### src/rtl/fifo_rd_ctrl.sv
`default_nettype none
// ============================================================================
// Module      : fifo_rd_ctrl
// Description : Read-side controller for a FIFO with a registered read port
//               (rdata valid the cycle after rd_en). Converts FIFO reads
//               into a valid/ready output stream through a 2-entry skid
//               buffer. It also counts delivered words and keeps a sticky
//               underflow flag.
// Revision    : 1.0 - initial release
// ============================================================================
module fifo_rd_ctrl #(
  parameter int DW    = 8,
  parameter int CNT_W = 16
) (
  input  logic             rd_clk,
  input  logic             rst_n,
  input  logic             enable,
  input  logic             empty,
  input  logic             underflow,
  input  logic [DW-1:0]    rdata,
  output logic             rd_en,
  output logic             m_valid,
  output logic [DW-1:0]    m_data,
  input  logic             m_ready,
  output logic [CNT_W-1:0] rd_count,
  output logic             underflow_err,
  output logic             busy
);

  localparam logic [CNT_W-1:0] CNT_ONE = {{(CNT_W-1){1'b0}}, 1'b1};

  typedef enum logic [1:0] {
    ST_IDLE  = 2'd0,
    ST_RUN   = 2'd1,
    ST_DRAIN = 2'd2
  } state_t;

  state_t        state;
  logic [DW-1:0] head;       // oldest buffered word, shown on m_data
  logic [DW-1:0] tail;       // second buffered word (valid when occ == 2)
  logic [1:0]    occ;        // number of buffered words, 0..2
  logic          inflight;   // a FIFO read was issued last cycle
  logic          pop;        // output transfer this cycle
  logic [2:0]    committed;  // slots still spoken for after this cycle's pop

  assign pop     = m_valid && m_ready;
  assign m_valid = (occ != 2'd0);
  assign m_data  = head;

  // A word being popped is always buffered, so this never goes negative.
  assign committed = {1'b0, occ} + {2'b00, inflight} - {2'b00, pop};

  // New read only while running and only if its word will find a free slot.
  assign rd_en = (state == ST_RUN) && enable && !empty && (committed <= 3'd1);

  // Control FSM; busy is registered alongside the state it mirrors.
  always_ff @(posedge rd_clk or negedge rst_n) begin
    if (!rst_n) begin
      state <= ST_IDLE;
      busy  <= 1'b0;
    end else begin
      case (state)
        ST_IDLE: begin
          if (enable) begin
            state <= ST_RUN;
            busy  <= 1'b1;
          end
        end
        ST_RUN: begin
          if (!enable) begin
            state <= ST_DRAIN;
          end
        end
        ST_DRAIN: begin
          if (enable) begin
            state <= ST_RUN;
          end else if ((occ == 2'd0) && !inflight) begin
            state <= ST_IDLE;
            busy  <= 1'b0;
          end
        end
        default: begin
          state <= ST_IDLE;
          busy  <= 1'b0;
        end
      endcase
    end
  end

  // Skid buffer: capture returning read data at the tail, pop from the head.
  always_ff @(posedge rd_clk or negedge rst_n) begin
    if (!rst_n) begin
      head     <= '0;
      tail     <= '0;
      occ      <= 2'd0;
      inflight <= 1'b0;
    end else begin
      inflight <= rd_en;
      case ({inflight, pop})
        2'b10: begin
          // Capture only.
          if (occ == 2'd0) begin
            head <= rdata;
            occ  <= 2'd1;
          end else if (occ == 2'd1) begin
            tail <= rdata;
            occ  <= 2'd2;
          end
        end
        2'b01: begin
          // Pop only: the second word (if any) moves to the head.
          head <= tail;
          occ  <= occ - 2'd1;
        end
        2'b11: begin
          // Capture and pop together: occupancy unchanged, order kept.
          if (occ == 2'd1) begin
            head <= rdata;
          end else begin
            head <= tail;
            tail <= rdata;
          end
        end
        default: begin
        end
      endcase
    end
  end

  // Delivered-word counter, wraps naturally at 2^CNT_W.
  always_ff @(posedge rd_clk or negedge rst_n) begin
    if (!rst_n) begin
      rd_count <= '0;
    end else if (pop) begin
      rd_count <= rd_count + CNT_ONE;
    end
  end

  // Sticky underflow flag, cleared only by reset.
  always_ff @(posedge rd_clk or negedge rst_n) begin
    if (!rst_n) begin
      underflow_err <= 1'b0;
    end else if (underflow) begin
      underflow_err <= 1'b1;
    end
  end

  // A capture into a full buffer with nothing leaving would overwrite live data.
  a_no_overfill: assert property (@(posedge rd_clk) disable iff (!rst_n)
    !(inflight && (occ == 2'd2) && !pop));

  // The FIFO must never be strobed while it reports empty.
  a_no_read_empty: assert property (@(posedge rd_clk) disable iff (!rst_n)
    !(rd_en && empty));

endmodule
`default_nettype wire

### config.mk
export PLATFORM = sky130hd
export DESIGN_NAME = fifo_rd_ctrl
export DESIGN_NICKNAME = d
export VERILOG_FILES = /design/src/rtl/fifo_rd_ctrl.sv
export SDC_FILE = /design/constraint.sdc
export NUM_CORES = 1
export LEC_CHECK = 0
export CAP_MARGIN = 10
export CELL_PAD_IN_SITES_DETAIL_PLACEMENT = 0
export CELL_PAD_IN_SITES_GLOBAL_PLACEMENT = 1
export CORE_MARGIN = 3
export CORE_UTILIZATION = 42
export DETAILED_ROUTE_END_ITERATION = 8
export PLACE_DENSITY_LB_ADDON = 0.1
export SYNTH_ARGS = -nofsm -noshare
export SYNTH_HDL_FRONTEND = slang
export SYNTH_SLANG_ARGS = --single-unit
### constraint.sdc
create_clock -name rd_clk -period 4.1 [get_ports rd_clk]
set_clock_uncertainty 0.1 [all_clocks]
set_input_delay 0.41 -clock rd_clk [delete_from_list [all_inputs] [get_ports rd_clk]]
set_output_delay 0.41 -clock rd_clk [all_outputs]
set_load 0.02 [all_outputs]
Yosys cells after proc, flatten, opt, wreduce, memory -nomap -nowiden. Cells that the tools add are included.

Register bits after elaboration: 39. Latch bits: 0. RAM bits: 0. ROM bits: 0. Input port bits: 14. Output and inout port bits: 28. Logic and storage cells: 65. Memories kept: 0.

$add $sub $neg: 4. $mul: 0. Divide/modulo/power cells: 0. $lt $le $gt $ge: 1. Eq/ne operators: 15. Shift operators: 0. Mux-type cells: 18. Bitwise gates (word level): 1. Reduce and logical (&&, ||, !) cells: 18.

Operators with widths (count): 8-bit 2-to-1 mux (4); 8-bit case mux with 3 select lines (1); 16-bit by 1-bit adder with 16-bit output, second input constant (1); 8-bit case mux with 2 select lines (1); 2-bit != test, second input constant (7); 2-bit 2-to-1 mux (6); 2-bit by 1-bit equality test with 1-bit output, second input constant (3); 2-bit equality test, second input constant (3); 3-bit != test, second input constant (2); 2-bit case mux with 3 select lines (1); 3-bit AND reduction (2); 2-bit nonzero test (3); 1-bit logical AND (5); 2-bit zero test (2); 2-bit case mux with 2 select lines (1); 2-bit AND reduction (2); 4-bit AND reduction (1); 2-bit by 1-bit adder with 3-bit output (1); 3-bit by 1-bit less-or-equal comparator with 1-bit output, second input constant (1); 1-bit 2-to-1 mux (3); 1-bit case mux with 3 select lines (1); 3-bit nonzero test (1); 3-bit by 1-bit subtractor with 3-bit output (1); 1-bit zero test (2); other kinds (2) (2).

Depth between registers and ports, before layout. Gate-level depths: netlist (run 1).

Depth after elaboration: 5. Depth in mapped cells: 10. Gate-level depth less buffers: 10.

Least setup slack after synthesis (run 1). Ideal clock, no wire load.

Path kind: register to output. From: reg occ[1]. To: out rd_en. Arrival: 2.414 ns. Data required time: 3.590 ns. Setup slack: 1.176 ns. Cell stages (with the launch flop): 11. Path through: dfrtp_1 -> inv_1 -> ha_1 -> nor2b_4 -> ha_1 -> inv_1 -> ha_1 -> inv_1 -> fa_1 -> xor2_1 -> nor3_1.

Word-level cells in the longest chain between the ends: 5. Elaborated cells on any way between the ends: 6.

RTL lines: start: declaration (RTL line 41) `logic [1:0] occ;`; start signal: assignment (RTL line 113) `occ <= occ - 2'd1;`; branches (longest 2 deep; another with 2-bit by 1-bit adder with 3-bit output); 3-bit by 1-bit subtractor with 3-bit output (*) (RTL line 51) `assign committed = {1'b0, occ} + {2'b00, inflight} - {2'b00, pop};`; 3-bit by 1-bit less-or-equal comparator with 1-bit output (*) (RTL line 54) `assign rd_en = (state == ST_RUN) && enable && !empty && (committed <= 3'd1);`; 1-bit logical AND (*) (RTL line 54); end: declaration (RTL line 21) `output logic rd_en,`.

Mark *: on every way between the ends.

Final worst setup path (run 1). Same ends and word-level chain as after synthesis.

==> summary.txt, run 1 <==
HPWL after DPL - 2861 um
Clock group share of total power - 18.6%
Most frequent cells in the layout - 40 x clkdlybuf4s50_1, 39 x dfrtp_1, 22 x nand2_1
Area grow syn2layout - 28.75%
Status - finished, final reports clean
Most common cell after layout, fill and taps aside - clkdlybuf4s50_1
Post-CTS setup buffer count - 0
Worst Setup Start Kind - register
Core area - 0.004414 mm2
Placement Rows - 24
I/O Pins - 42
Syn_area_per_cell - 10.94 um2
Post-synthesis sequential element count - 39
Total power draw - 0.001528 W
Leading area contributor after synthesis - dfrtp_1
Highest-delay cell along the critical path - clkdlybuf4s50_1
Async S/R FF share, synth - 100.0%
Relative slew slack - 42.48%
Aggregate routed wire length - 3997 um
Synth cell types - 38
First-pass GRT wire length - 6665 um
Critical path arrival - 3160 ps
GR Overflow Total - 0
EDFF count, synth - 0
Die Y - 73.91 um
Vias in the first global route - 1476
Clk Latency, worst-skew pair - 290 ps
CP max FO - 6
GRT Util Overall - 15.99%
Synth top area share - 50.39%
Main flop type after synthesis - dfrtp_1
Worst VDD drop - 0.0002856 V
Final hold violations - 0
Initial antenna violation count - 0
DR DRC count - 0
Crit. End Element - primary output
Pleak - 1.058 nW
Num CTS Buffers - 5
Fin. max-slew vios - 0
Die area - 0.005463 mm2
Register area share after synthesis - 50.39%
Nets@finish - 244
Synth area leaders - dfrtp_1 50%, mux2_2 8.7%, xnor2_1 5.4%
Hold/Removal Path Class - input port to asynchronous set/reset pin
Delay of the slowest critical-path stage - 640 ps
Max cap viols - 0
Internal power - 0.0009696 W
Vias - 1474
Syn Inst Count - 177
Period utilisation layout - 89.54%
TritonCTS clock tree - done
Port buffer count - 41
Dpl ws - 616.5 ps
WS Path Type - register to primary output
R2r worst-path depth - 8
1st-iter DRT viols - 65
P_sw - 0.0005588 W
Period minus WS final - 3671 ps
Initial Util - 43.88%
Worst-path clk slew - 80 ps
Routability Congestion - 0.7228
CTS sink count - 39
Post-DRT Antenna Nets - 0
Power per cell area - 612.9 mW/mm2
Fmax - 272.4 MHz
Net Count, Synth - 199
DR pass1 iterations - 4
RSZ-0062 raised after global routing - false
Core Util, Final - 56.49%
H-tree levels - 2
Clock Path Buffers - 2
CTS root buf - clkbuf_8
Worst Max-Slew Pin Slew - 862.9 ps
Final TNS setup - 0 ps
Via density per instance - 5.360
Switching share of power - 36.56%
Routed len/inst - 14.53 um
Hold Slack - 131.0 ps
Warning count from the yosys run - 0
Synthesized area - 0.001937 mm2
Setup violators final - 0
Critical Path RT - 3590 ps
Layout cells sized above 1 - 15.25%
Flop pwr share - 38.8%
CTS resizes - 0
Logic pwr share - 42.7%
CP Cell Sequence - inv_1, ha_1, nor2b_4, ha_1, inv_1, ha_1, inv_1, fa_1, nand3b_1, nor3_1, clkdlybuf4s50_1
Setup WS post-layout - 428.9 ps
Die width - 73.91 um
Hold_buf cts - 0
Ant. Diodes - 0
Largest net degree at the start of global routing - 40
cell usage after synthesis, types with 2 or more instances:
master,instances
inv_2,2
o21ai_0,2
a22oi_1,7
a21oi_1,3
xnor2_1,12
nand3b_1,2
inv_1,7
dfrtp_1,39
o22ai_1,2
nand2_1,22
o21a_1,2
nor3_1,2
xor2_1,4
a31oi_1,9
nand3_1,4
ha_1,7
buf_2,2
nor2_1,12
nand4_1,4
mux2_2,15
per-stage QoR:
stage,instance area [um2],instances
floorplan,1937,177
global placement,2394,267
detailed placement,2394,267
CTS,2494,275
global route,2494,275
finish,2494,275
cell type report:
cell class	count	area (um2)
Tap cell	52	65.06
Multi-Input combinational cell	125	905.9
Fill cell	373	1921
Inverter	9	33.78
Timing Repair Buffer	42	412.9
Clock buffer	8	100.1
Sequential cell	39	975.9
sequential cells by signal, indices dropped and copies added (netlist names):
name,flops
tail,8
rd_count,16
underflow_err,1
busy,1
inflight,1
m_data,8
state,2
occ,2
path summary, 6_finish.rpt:
check	startpoint	endpoint	slack, ps
hold / removal	rst_n	inflight	130
setup reg to reg	occ[1]	tail[1]	1460
min in group rd_clk	rd_count[15]	rd_count[15]	370
setup / recovery	occ[1]	rd_en	430
max in group asynchronous	rst_n	rd_count[3]	3230
hold reg to reg	rd_count[15]	rd_count[15]	370
power groups by stage:
stage	sequential (W)	clock (W)	combinational (W)
floorplan	0.000668	0	0.000332
global placement	0.000591	0	0.000641
detailed placement	0.000600	0	0.000660
CTS	0.000593	0.000291	0.000662
global route	0.000609	0.000304	0.000718
finish	0.000592	0.000284	0.000652
cell families after synthesis:
logic type                 Yosys count  synth area share [%]
and+or+nand+nor                     56                 14.41
DFF                                 39                 50.39
AOI/OAI and AO/OA                   30                 10.85
xor gates and xnor gates            16                 7.235
muxes                               15                 8.721
buffers and inverters               13                 2.843
adders and majority gates            8                 5.555
layer usage:
layer | global-route usage (%) | wire length (um) | vias up
li1 | - | - | 709
met4 | 5.634 | 51 | 0
met2 | 26.87 | 1927 | 40
met1 | 19.45 | 1821 | 720
met5 | 0 | 0 | -
met3 | 4.788 | 197 | 5
worst max-delay path, delay by kind of cell, from the launching register on:
family | cells | cell delay [ps]
AND/OR/NAND/NOR | 3 | 450
buffers and inverters | 4 | 830
flip-flops | 1 | 440
adder cells (fa/ha/maj) | 4 | 1130
Note: power is estimated with default switching activity, not from simulation.
==> run 2, diff against run 1 <==
--- a/config.mk
+++ b/config.mk
@@ -8,8 +8,9 @@
 export CAP_MARGIN = 10
 export CELL_PAD_IN_SITES_DETAIL_PLACEMENT = 0
 export CELL_PAD_IN_SITES_GLOBAL_PLACEMENT = 1
-export CORE_MARGIN = 3
+export CORE_MARGIN = 2
 export CORE_UTILIZATION = 42
+export CTS_CLUSTER_SIZE = 25
 export DETAILED_ROUTE_END_ITERATION = 8
 export PLACE_DENSITY_LB_ADDON = 0.1
 export SYNTH_ARGS = -nofsm -noshare
==> run 2 against run 1 <==
Net effect: power fell by 2.5%; sequential share of layout area rose by 0.30 points; sequential power barely moved; largest cell class unchanged; final cell count did not move; register-to-register slack barely moved; critical endpoint unchanged; via count rose by 0.34%.
==> summary.txt, run 2 (synthesis results as in run 1) <==
Delay of the slowest critical-path stage - 640 ps
Max reg flops - 16
Initial antenna violation count - 0
Die Y - 71.91 um
Period utilisation layout - 89.38%
Dpl ws - 608.2 ps
1st-iter DRT viols - 59
CTS resizes - 0
Power per cell area - 602.1 mW/mm2
Clk Latency, worst-skew pair - 280 ps
Fmax - 272.9 MHz
Setup WS post-layout - 435.4 ps
P_sw - 0.0005544 W
Most frequent cells in the layout - 40 x clkdlybuf4s50_1, 39 x dfrtp_1, 22 x nand2_1
TritonCTS clock tree - done
Fin cells - 275
Post-DRT Antenna Nets - 0
Max cap viols - 0
CP Cell Sequence - inv_1, ha_1, nor2b_4, ha_1, inv_1, ha_1, inv_1, fa_1, nand3b_1, nor3_1, clkdlybuf4s50_1
Hold Slack - 133.0 ps
First-pass GRT wire length - 6886 um
Nets@finish - 244
I/O Pins - 42
GR Overflow Total - 0
Routability Congestion - 0.7339
Initial Util - 44.18%
RSZ-0062 raised after global routing - false
Die width - 71.91 um
Logic pwr share - 43.8%
CTS sink count - 39
Most common cell after layout, fill and taps aside - clkdlybuf4s50_1
Via density per instance - 5.378
Worst-path clk slew - 70 ps
Routed len/inst - 14.49 um
Setup violators final - 0
Final TNS setup - 0 ps
Footprint of the multi-input gates - 905.9 um2
Relative slew slack - 43.41%
Hold_buf cts - 0
Layout cells sized above 1 - 14.80%
Highest-delay cell along the critical path - clkdlybuf4s50_1
Area grow syn2layout - 27.78%
Placed Cells - 267
DR DRC count - 0
Largest net degree at the start of global routing - 40
Ant. Diodes - 0
Flop pwr share - 39.8%
Num CTS Buffers - 5
Final hold violations - 0
Post-CTS setup buffer count - 0
Worst VDD drop - 0.0003195 V
CP max FO - 6
Pleak - 1.048 nW
Aggregate routed wire length - 3985 um
Clock Path Buffers - 2
Worst Max-Slew Pin Slew - 848.9 ps
WS Path Type - register to primary output
Status - finished, final reports clean
Critical Path RT - 3590 ps
Period minus WS final - 3665 ps
GRT Util Overall - 17.03%
Worst Setup Start Kind - register
H-tree levels - 2
CTS root buf - clkbuf_8
Vias - 1479
DR pass1 iterations - 4
Top reg by flops - rd_count
Internal power - 0.0009356 W
Fin. max-slew vios - 0
Reg area - 975.9 um2
HPWL after DPL - 2873 um
Port buffer count - 41
Crit. End Element - primary output
Core area - 0.004384 mm2
Fillers - 386
Critical path arrival - 3150 ps
Clock group share of total power - 16.4%
Die area - 0.005171 mm2
Vias in the first global route - 1497
Placement Rows - 24
Switching share of power - 37.21%
Hold/Removal Path Class - input port to asynchronous set/reset pin
==> run 2: cell count changes in the layout (fill, tap and decap cells not counted) <==
cell	before	now
clkinv_2	0	1
clkbuf_8	7	5
clkbuf_1	1	2
==> run 2: critical path: cells and delay by family (launching register included) <==
family        cells  cell delay [ps]
fa+ha+maj         4             1120
buf+inv           4              830
simple gates      3              470
flops             1              450
==> run 2: routing by layer <==
metal / GRT usage (%) / vias to the layer above / wire length, um
met2: 29.63 / 36 / 1983
li1: - / 707 / -
met4: 3.774 / 0 / 13
met3: 5.278 / 2 / 204
met5: 0 / - / 0
met1: 20.87 / 734 / 1783
==> run 2: worst paths after layout <==
| check | cells after the start | slack (ps) | from | to |
|---|---|---|---|---|
| setup / recovery | 11 | 440 | occ[1] | rd_en |
| hold / removal | 1 | 130 | rst_n | state[0] |
| setup reg to reg | 8 | 1450 | occ[1] | tail[4] |
| hold reg to reg | 1 | 370 | rd_count[15] | rd_count[15] |
| max in group asynchronous | 1 | 3230 | rst_n | rd_count[12] |
| min in group rd_clk | 1 | 370 | rd_count[15] | rd_count[15] |
==> run 2: stage by stage <==
step	total power [W]	cell area, um2	utilization (%)
6_report	0.001490	2475	56.45
5_1_grt	0.001601	2475	56.45
4_1_cts	0.001509	2475	56.45
3_5_place_dp	0.001256	2394	54.59
3_3_place_gp	0.001233	2394	54.59
2_1_floorplan	0.0009998	1937	-
==> run 2: area by class of cell <==
cell class,instances,area share (%)
multi-input cells,125,36.60
well taps,52,2.629
clock buffers,7,3.084
flip-flops and latches,39,39.43
inverters,9,1.365
clock inverters,1,0.2022
repair buffers,42,16.68
==> run 2: power groups by stage <==
stage                     Clock, W  Combinational (W)  Sequential, W
after detailed placement         0           0.000658       0.000599
after CTS                 0.000257           0.000660       0.000592
after floorplan                  0           0.000332       0.000668
final                     0.000245           0.000652       0.000593
after global placement           0           0.000641       0.000592
after global routing      0.000274           0.000719       0.000608
==> run 3, diff against run 2 <==
--- a/config.mk
+++ b/config.mk
@@ -10,6 +10,7 @@
 export CELL_PAD_IN_SITES_GLOBAL_PLACEMENT = 1
 export CORE_MARGIN = 2
 export CORE_UTILIZATION = 42
+export CTS_BUF_LIST = sky130_fd_sc_hd__clkbuf_16
 export CTS_CLUSTER_SIZE = 25
 export DETAILED_ROUTE_END_ITERATION = 8
 export PLACE_DENSITY_LB_ADDON = 0.1
==> run 3 against run 2 <==
Net effect: sequential power about the same; first-iteration DRC count increased by 41%; clock power increased by 47%; via count increased by 0.68%; final cell count unchanged; setup slack improved by 13 ps; sequential share of layout area decreased by 0.88 points; global-route usage about the same; maximum frequency increased by 0.35%; highest routed layer unchanged; sequential cell count unchanged; combinational power about the same; register-to-register slack improved by 20 ps.
==> summary.txt, run 3 (synthesis results as in run 1) <==
Design area - 0.002531 mm2
Initial Util - 44.18%
Port buffer count - 41
Clock Path Buffers - 2
Internal power - 0.001037 W
Crit. End Element - primary output
RSZ-0062 raised after global routing - false
Period utilisation layout - 89.07%
Routability Congestion - 0.7339
Num CTS Buffers - 5
Relative slew slack - 42.35%
Reg area - 975.9 um2
1st-iter DRT viols - 83
Highest-delay cell along the critical path - clkdlybuf4s50_1
Largest net degree at the start of global routing - 40
Period minus WS final - 3652 ps
Placement Rows - 24
Pleak - 1.082 nW
HPWL after DPL - 2873 um
Die Y - 71.91 um
Via density per instance - 5.415
Setup violators final - 0
P_sw - 0.0005691 W
Post-CTS setup buffer count - 0
Delay of the slowest critical-path stage - 640 ps
Clk Latency, worst-skew pair - 280 ps
Max cap viols - 0
Area grow syn2layout - 30.68%
Status - finished, final reports clean
Core area - 0.004384 mm2
CP max FO - 6
CP Cell Sequence - inv_1, ha_1, nor2b_4, ha_1, inv_1, ha_1, inv_1, fa_1, nand3b_1, nor3_1, clkdlybuf4s50_1
Placed Instance Area - 0.002394 mm2
Switching share of power - 35.45%
TritonCTS clock tree - done
Setup crit end - rd_en
Reg2Reg Capture Point - tail[6]
GR Overflow Total - 0
Die width - 71.91 um
Post-DRT Antenna Nets - 0
Critical Path RT - 3590 ps
Final TNS setup - 0 ps
Delay-heaviest family, CP - adder cells
Reg2Reg Launch Point - occ[1]
Footprint of the multi-input gates - 905.9 um2
Max reg flops - 16
Aggregate routed wire length - 3981 um
Flop pwr share - 37.0%
Core Util, Final - 57.73%
Routed len/inst - 14.48 um
Clock group share of total power - 22.4%
CTS resizes - 0
Ant. Diodes - 0
Critical path arrival - 3140 ps
Worst Setup Start Kind - register
Hold/Removal Path Class - input port to asynchronous set/reset pin
CTS sink count - 39
First-pass GRT wire length - 6893 um
Top reg by flops - rd_count
Layout cells sized above 1 - 14.80%
Worst Max-Slew Pin Slew - 864.8 ps
Initial antenna violation count - 0
R2r worst-path depth - 8
Total power draw - 0.001606 W
Fillers - 382
DR DRC count - 0
Fin. max-slew vios - 0
GRT Util Overall - 17.06%
Most common cell after layout, fill and taps aside - clkdlybuf4s50_1
Vias - 1489
H-tree levels - 2
Critical path depth - 11
Power per cell area - 634.4 mW/mm2
Vias in the first global route - 1513
Hold_buf cts - 0
CP startpoint - occ[1]
Worst Path Buf+Inv - 4
Logic pwr share - 40.6%
CTS root buf - clkbuf_16
I/O Pins - 42
WS Path Type - register to primary output
Fmax - 273.8 MHz
Reg2reg setup slack - 1470 ps
Most frequent cells in the layout - 40 x clkdlybuf4s50_1, 39 x dfrtp_1, 22 x nand2_1
Worst-path clk slew - 50 ps
DR pass1 iterations - 4
Final hold violations - 0
Nets@finish - 244
Die area - 0.005171 mm2
Worst VDD drop - 0.0003184 V
## run 3: cell types whose count changed in the layout (fill, tap and decap cells not counted)
cell	delta
inv_1	+2
clkbuf_16	+5
clkbuf_8	-5
clkbuf_1	-2
## run 3: final cells by class
type                            count  area share, %
Sequential cell                    39          38.56
Multi-Input combinational cell    125          35.79
Timing Repair Buffer               42          16.31
Clock buffer                        5          4.943
Tap cell                           52          2.570
Inverter                            9          1.335
Clock inverter                      3         0.4943
## run 3: power by group through the flow
| stage | registers [W] | clock network (W) | logic [W] |
|---|---|---|---|
| after floorplan | 0.000668 | 0 | 0.000332 |
| after CTS | 0.000593 | 0.000372 | 0.000661 |
| after global routing | 0.000608 | 0.000389 | 0.000720 |
| final | 0.000594 | 0.000360 | 0.000652 |
| after detailed placement | 0.000599 | 0 | 0.000658 |
| after global placement | 0.000592 | 0 | 0.000641 |
## run 3: worst min path at each step
stage / startpoint / to / slack (ps) / cells after the start
floorplan: rst_n / busy / 10 / 0
detailed placement: underflow_err / underflow_err / 370 / 1
CTS: rst_n / state[0] / 190 / 1
finish: rst_n / state[1] / 130 / 1
global route: rst_n / state[0] / 240 / 1
global placement: underflow_err / underflow_err / 350 / 1
## run 3: per-stage QoR
step	hold WS, ps	cells	setup slack (ps)
3_5_place_dp	367.1	267	608.2
3_3_place_gp	350.0	267	649.7
5_1_grt	235.1	275	211.8
2_1_floorplan	14.41	177	1176
4_1_cts	186.8	275	423.2
6_report	134.5	275	448.0
## run 3: layer usage
layer	GRT usage, %	vias to the layer above	part of all wire, %
li1	-	708	-
met1	21.21	732	45
met2	29.12	42	48
met3	3.611	7	5.5
met4	6.709	0	1.7
met5	0	-	0
==> RTL change 1: new RTL, config.mk and constraints of run 2 <==
Encoding of `state_t`: now one-hot (3 bits for 3 states).
--- a/src/rtl/fifo_rd_ctrl.sv
+++ b/src/rtl/fifo_rd_ctrl.sv
@@ -31,6 +31,6 @@
 
-  typedef enum logic [1:0] {
-    ST_IDLE  = 2'd0,
-    ST_RUN   = 2'd1,
-    ST_DRAIN = 2'd2
+  typedef enum logic [2:0] {
+    ST_IDLE  = 3'b001,
+    ST_RUN   = 3'b010,
+    ST_DRAIN = 3'b100
   } state_t;
Check against the original RTL: no difference found for any inputs over 10 cycles, from zero or initial values and one cycle with rst_n low; not proved beyond that.
==> RTL change 1 against run 2 <==
Total power increased by 18%. Setup slack got worse by 110 ps. Hold slack improved by 7.3 ps. Routed wire length increased by 11%. Synthesized area increased by 6.5%. Sequential cell count increased by 1. Cell area increased by 7.5%. Sequential share of layout area decreased by 1.8 points. Critical endpoint unchanged. Global-route usage increased by 0.55 points.
==> RTL change 1: results (changes against run 2) <==
----------------------------------------------------
[Outcome]
  Result of the run ... complete, no violations

[Cells and area]
  Final-layout clock-cell area share ... 4.56% (+1.3 points)
  Fraction of area in registers ... 37.7% (-1.8 points)
  Non-clock buffering overhead ... 15.5% (-1.2 points)
  Final std cells w/o fill ... 301 (+9.5%)
  Total of clock buffers placed in the layout ... 6 (-1)
  # fillers ... 401 (+3.9%)
  Post-Route Utilization ... 56.3% (-0.13 points)
  Multi-input logic portion of the cell area ... 37.6% (+0.98 points)
  Post-layout nets ... 255 (+4.5%)
  FF+latch count ... 40 (+2.6%)

[Power]
  Clock share of power ... 19.3% (+2.9 points)
  Maximum vdd ir drop ... 0.000339 V (+6.1%)

[Place]
  RD Place Congestion ... 0.756 (+3.0%)
  Placed insts ... 293 (+9.7%)
  Dpl cell area ... 2540 µm² (+6.1%)

[Synthesis]
  Library cells used by synthesis ... 39 (+2.6%)
  Synth Area per Inst ... 10.9 µm² (-0.30%)
  Ranking of synthesized cells by area ... dfrtp_1 (47%), mux2_2 (8.2%), xnor2_1 (5.5%)

[Timing]
  WHS ... 140 ps (+7.30 ps)
  Slew at the pin closest to its max-slew limit ... 899 ps (+50.0 ps)

[Worst setup path]
  Signal arrival time at the worst endpoint ... 3270 ps (+120 ps)
  Capturing point of the worst reg2reg path ... tail[0]
  Flop-to-flop setup slack ... 1390 ps (-60 ps)

[Routing]
  Via density per instance ... 5.13 (-4.6%)
  Drt first-iter violations ... 49 (-17%)

[Global route]
  Overall Global Routing Usage ... 17.6% (+0.55 points)

----------------------------------------------------
RTL change 1: layer usage:
layer  vias up  global-route usage, %  part of all wire (%)
met5         -                      0                     0
met2        39                   29.3                    50
met1       755                   21.7                    44
met3         6                   4.88                   3.9
li1        744                      -                     -
met4         0                   7.07                   1.4
RTL change 1: worst max-delay path: cells and delay by family (launching register included):
family,cells,cell delay (ps)
and+or+nand+nor,3,490
DFF,1,450
buffers and inverters,4,850
xor gates and xnor gates,1,150
adders and majority gates,4,1030
RTL change 1: cell families (layout without fill, tap and decap cells):
logic type,count (synthesis),count (layout),share of synthesized area (%)
xor+xnor,17,17,7.22
mux,15,15,8.19
compound gates,33,33,11.4
buf+inv,15,60,2.91
flops,40,40,48.6
fa+ha+maj,8,8,5.22
simple gates,61,61,16.4
==> RTL change 2: new RTL, config.mk and constraints of run 2 <==
Made on the original files. The parameter `DW` goes from 8 to 12.
--- a/src/rtl/fifo_rd_ctrl.sv
+++ b/src/rtl/fifo_rd_ctrl.sv
@@ -11,3 +11,3 @@
 module fifo_rd_ctrl #(
-  parameter int DW    = 8,
+  parameter int DW    = 12,
   parameter int CNT_W = 16
Interface: changed (resized m_data and rdata); port bits go from 42 to 50. No check against the original RTL was run, so the function may have changed too.
==> RTL change 2 against run 2 <==
Synthesized area is 23% higher. Routed wire length is 19% higher. Setup slack worse by 160 ps. Cell area is 22% higher. Cell count is 23% higher. Register-to-register slack worse by 20 ps. Highest routed layer unchanged. Sequential cell count is 8 higher. Total power is 24% higher.
==> RTL change 2: results (changes against run 2) <==
----------------------------------------------------
[Place]
  Placement-stage worst setup slack ... 388 ps (-221 ps)
  Count of input and output buffers ... 49 (+20%)
  Dpl cell area ... 2930 µm² (+22%)
  Placed insts ... 329 (+23%)

[CTS]
  Clock latency of the later-clocked register in the worst-skew pair ... 300 ps (+20 ps)

[Global route]
  Overall Global Routing Usage ... 16.1% (-0.97 points)
  Wire length of the first global-routing pass ... 7820 µm (+14%)
  Vias in the first global route ... 1655 (+11%)
  Pin count of the biggest net entering global routing ... 48 (+20%)

[Synthesis]
  Post-synth top cells ... dfrtp_1 (47), nand2_1 (22), nor2_1 (19), mux2_2 (14), a31oi_1 (13)
  Synthesized netlist net count ... 239 (+20%)
  Ranking of synthesized cells by area ... dfrtp_1 (50%), mux2_2 (6.6%), mux2_4 (6.3%)
  Share of synthesized area occupied by flip-flops and latches ... 49.6% (-0.84 points)
  Post-Synthesis Cells ... 213 (+20%)
  Library cells used by synthesis ... 33 (-13%)

[Timing]
  WHS ... 192 ps (+59.2 ps)
  Slew at the pin closest to its max-slew limit ... 1040 ps (+193 ps)
  Upper clock frequency limit ... 261 MHz (-4.2%)

[Power]
  Leakage power of the design ... 1.32 nW (+26%)

[Cells and area]
  Post-layout nets ... 290 (+19%)
  # fillers ... 523 (+35%)
  Share of cells above drive strength 1 ... 15.8% (+1.1 points)
  Final std cells w/o fill ... 337 (+23%)

[Routing]
  Routed Wire Length ... 4740 µm (+19%)
  Via density per instance ... 5.10 (-5.2%)
  Drt first-iter violations ... 43 (-27%)

[Worst setup path]
  Signal arrival time at the worst endpoint ... 3310 ps (+160 ps)
  Capturing point of the worst reg2reg path ... m_data[1]
  Flop-to-flop setup slack ... 1430 ps (-20 ps)
  Crit-path max FO ... 7 (+1)

[Outcome]
  Result of the run ... complete, no violations

----------------------------------------------------
RTL change 2: critical path, stage by stage (launching register included):
cell	delay, ps
dfrtp_1	460
inv_1	90
ha_1	300
nor2b_4	210
ha_1	250
inv_1	50
ha_1	120
inv_1	50
fa_1	400
xor2_1	150
nor3_1	270
clkdlybuf4s50_1	660
RTL change 2: kinds of logic (layout without fill, tap and decap cells):
kind of cell             Yosys count  in the layout  synth area share, %
adder cells (fa/ha/maj)            8              8                 4.53
multiplexers                      24             24                 13.0
flip-flops                        47             47                 49.6
buffers and inverters             17             69                 3.16
AND/OR/NAND/NOR                   64             64                 12.9
XOR/XNOR                          16             16                 5.90
AO/OA/AOI/OAI                     37             37                 11.0
RTL change 2: through the flow:
stage               util (%)  total power, mW
floorplan                  -             1.27
global placement        53.5             1.57
detailed placement      53.5             1.58
global route            55.1             1.97
CTS                     55.0             1.86
finish                  55.1             1.84
RTL change 2: final cells by class:
type / instances / share of cell area, %
flip-flops and latches: 47 / 39.0
repair buffers: 52 / 16.8
multi-input cells: 149 / 37.4
well taps: 72 / 2.99
clock buffers: 7 / 2.53
clock inverters: 1 / 0.166
inverters: 9 / 1.12
RTL change 2: power breakdown:
group / total (mW) / internal [mW] / leakage [nW] / switching (mW)
sequential: 0.731 / 0.609 / 0.589 / 0.122
combinational: 0.837 / 0.430 / 0.692 / 0.407
clock: 0.273 / 0.120 / 0.0422 / 0.153
total: 1.84 / 1.16 / 1.32 / 0.683
RTL change 2: worst min-delay path by stage:
stage                          to  cells after the start
floorplan                    busy                      0
global placement    underflow_err                      1
detailed placement  underflow_err                      1
CTS                      inflight                      1
global route             inflight                      1
finish                   inflight                      1
RTL change 2: metal layers:
layer | up-vias | share of wire (%) | track usage [%]
met5 | - | 0 | 0
met4 | 0 | 1.6 | 5.17
met3 | 10 | 4.3 | 4.20
met2 | 37 | 46 | 25.3
met1 | 820 | 48 | 21.7
li1 | 851 | - | -
RTL change 2: repair_timing:
item | 4_1_cts | 5_1_grt
gates resized for setup | 0 | 1
setup endpoints to repair | 0 | 1
hold buffers | 0 | 0
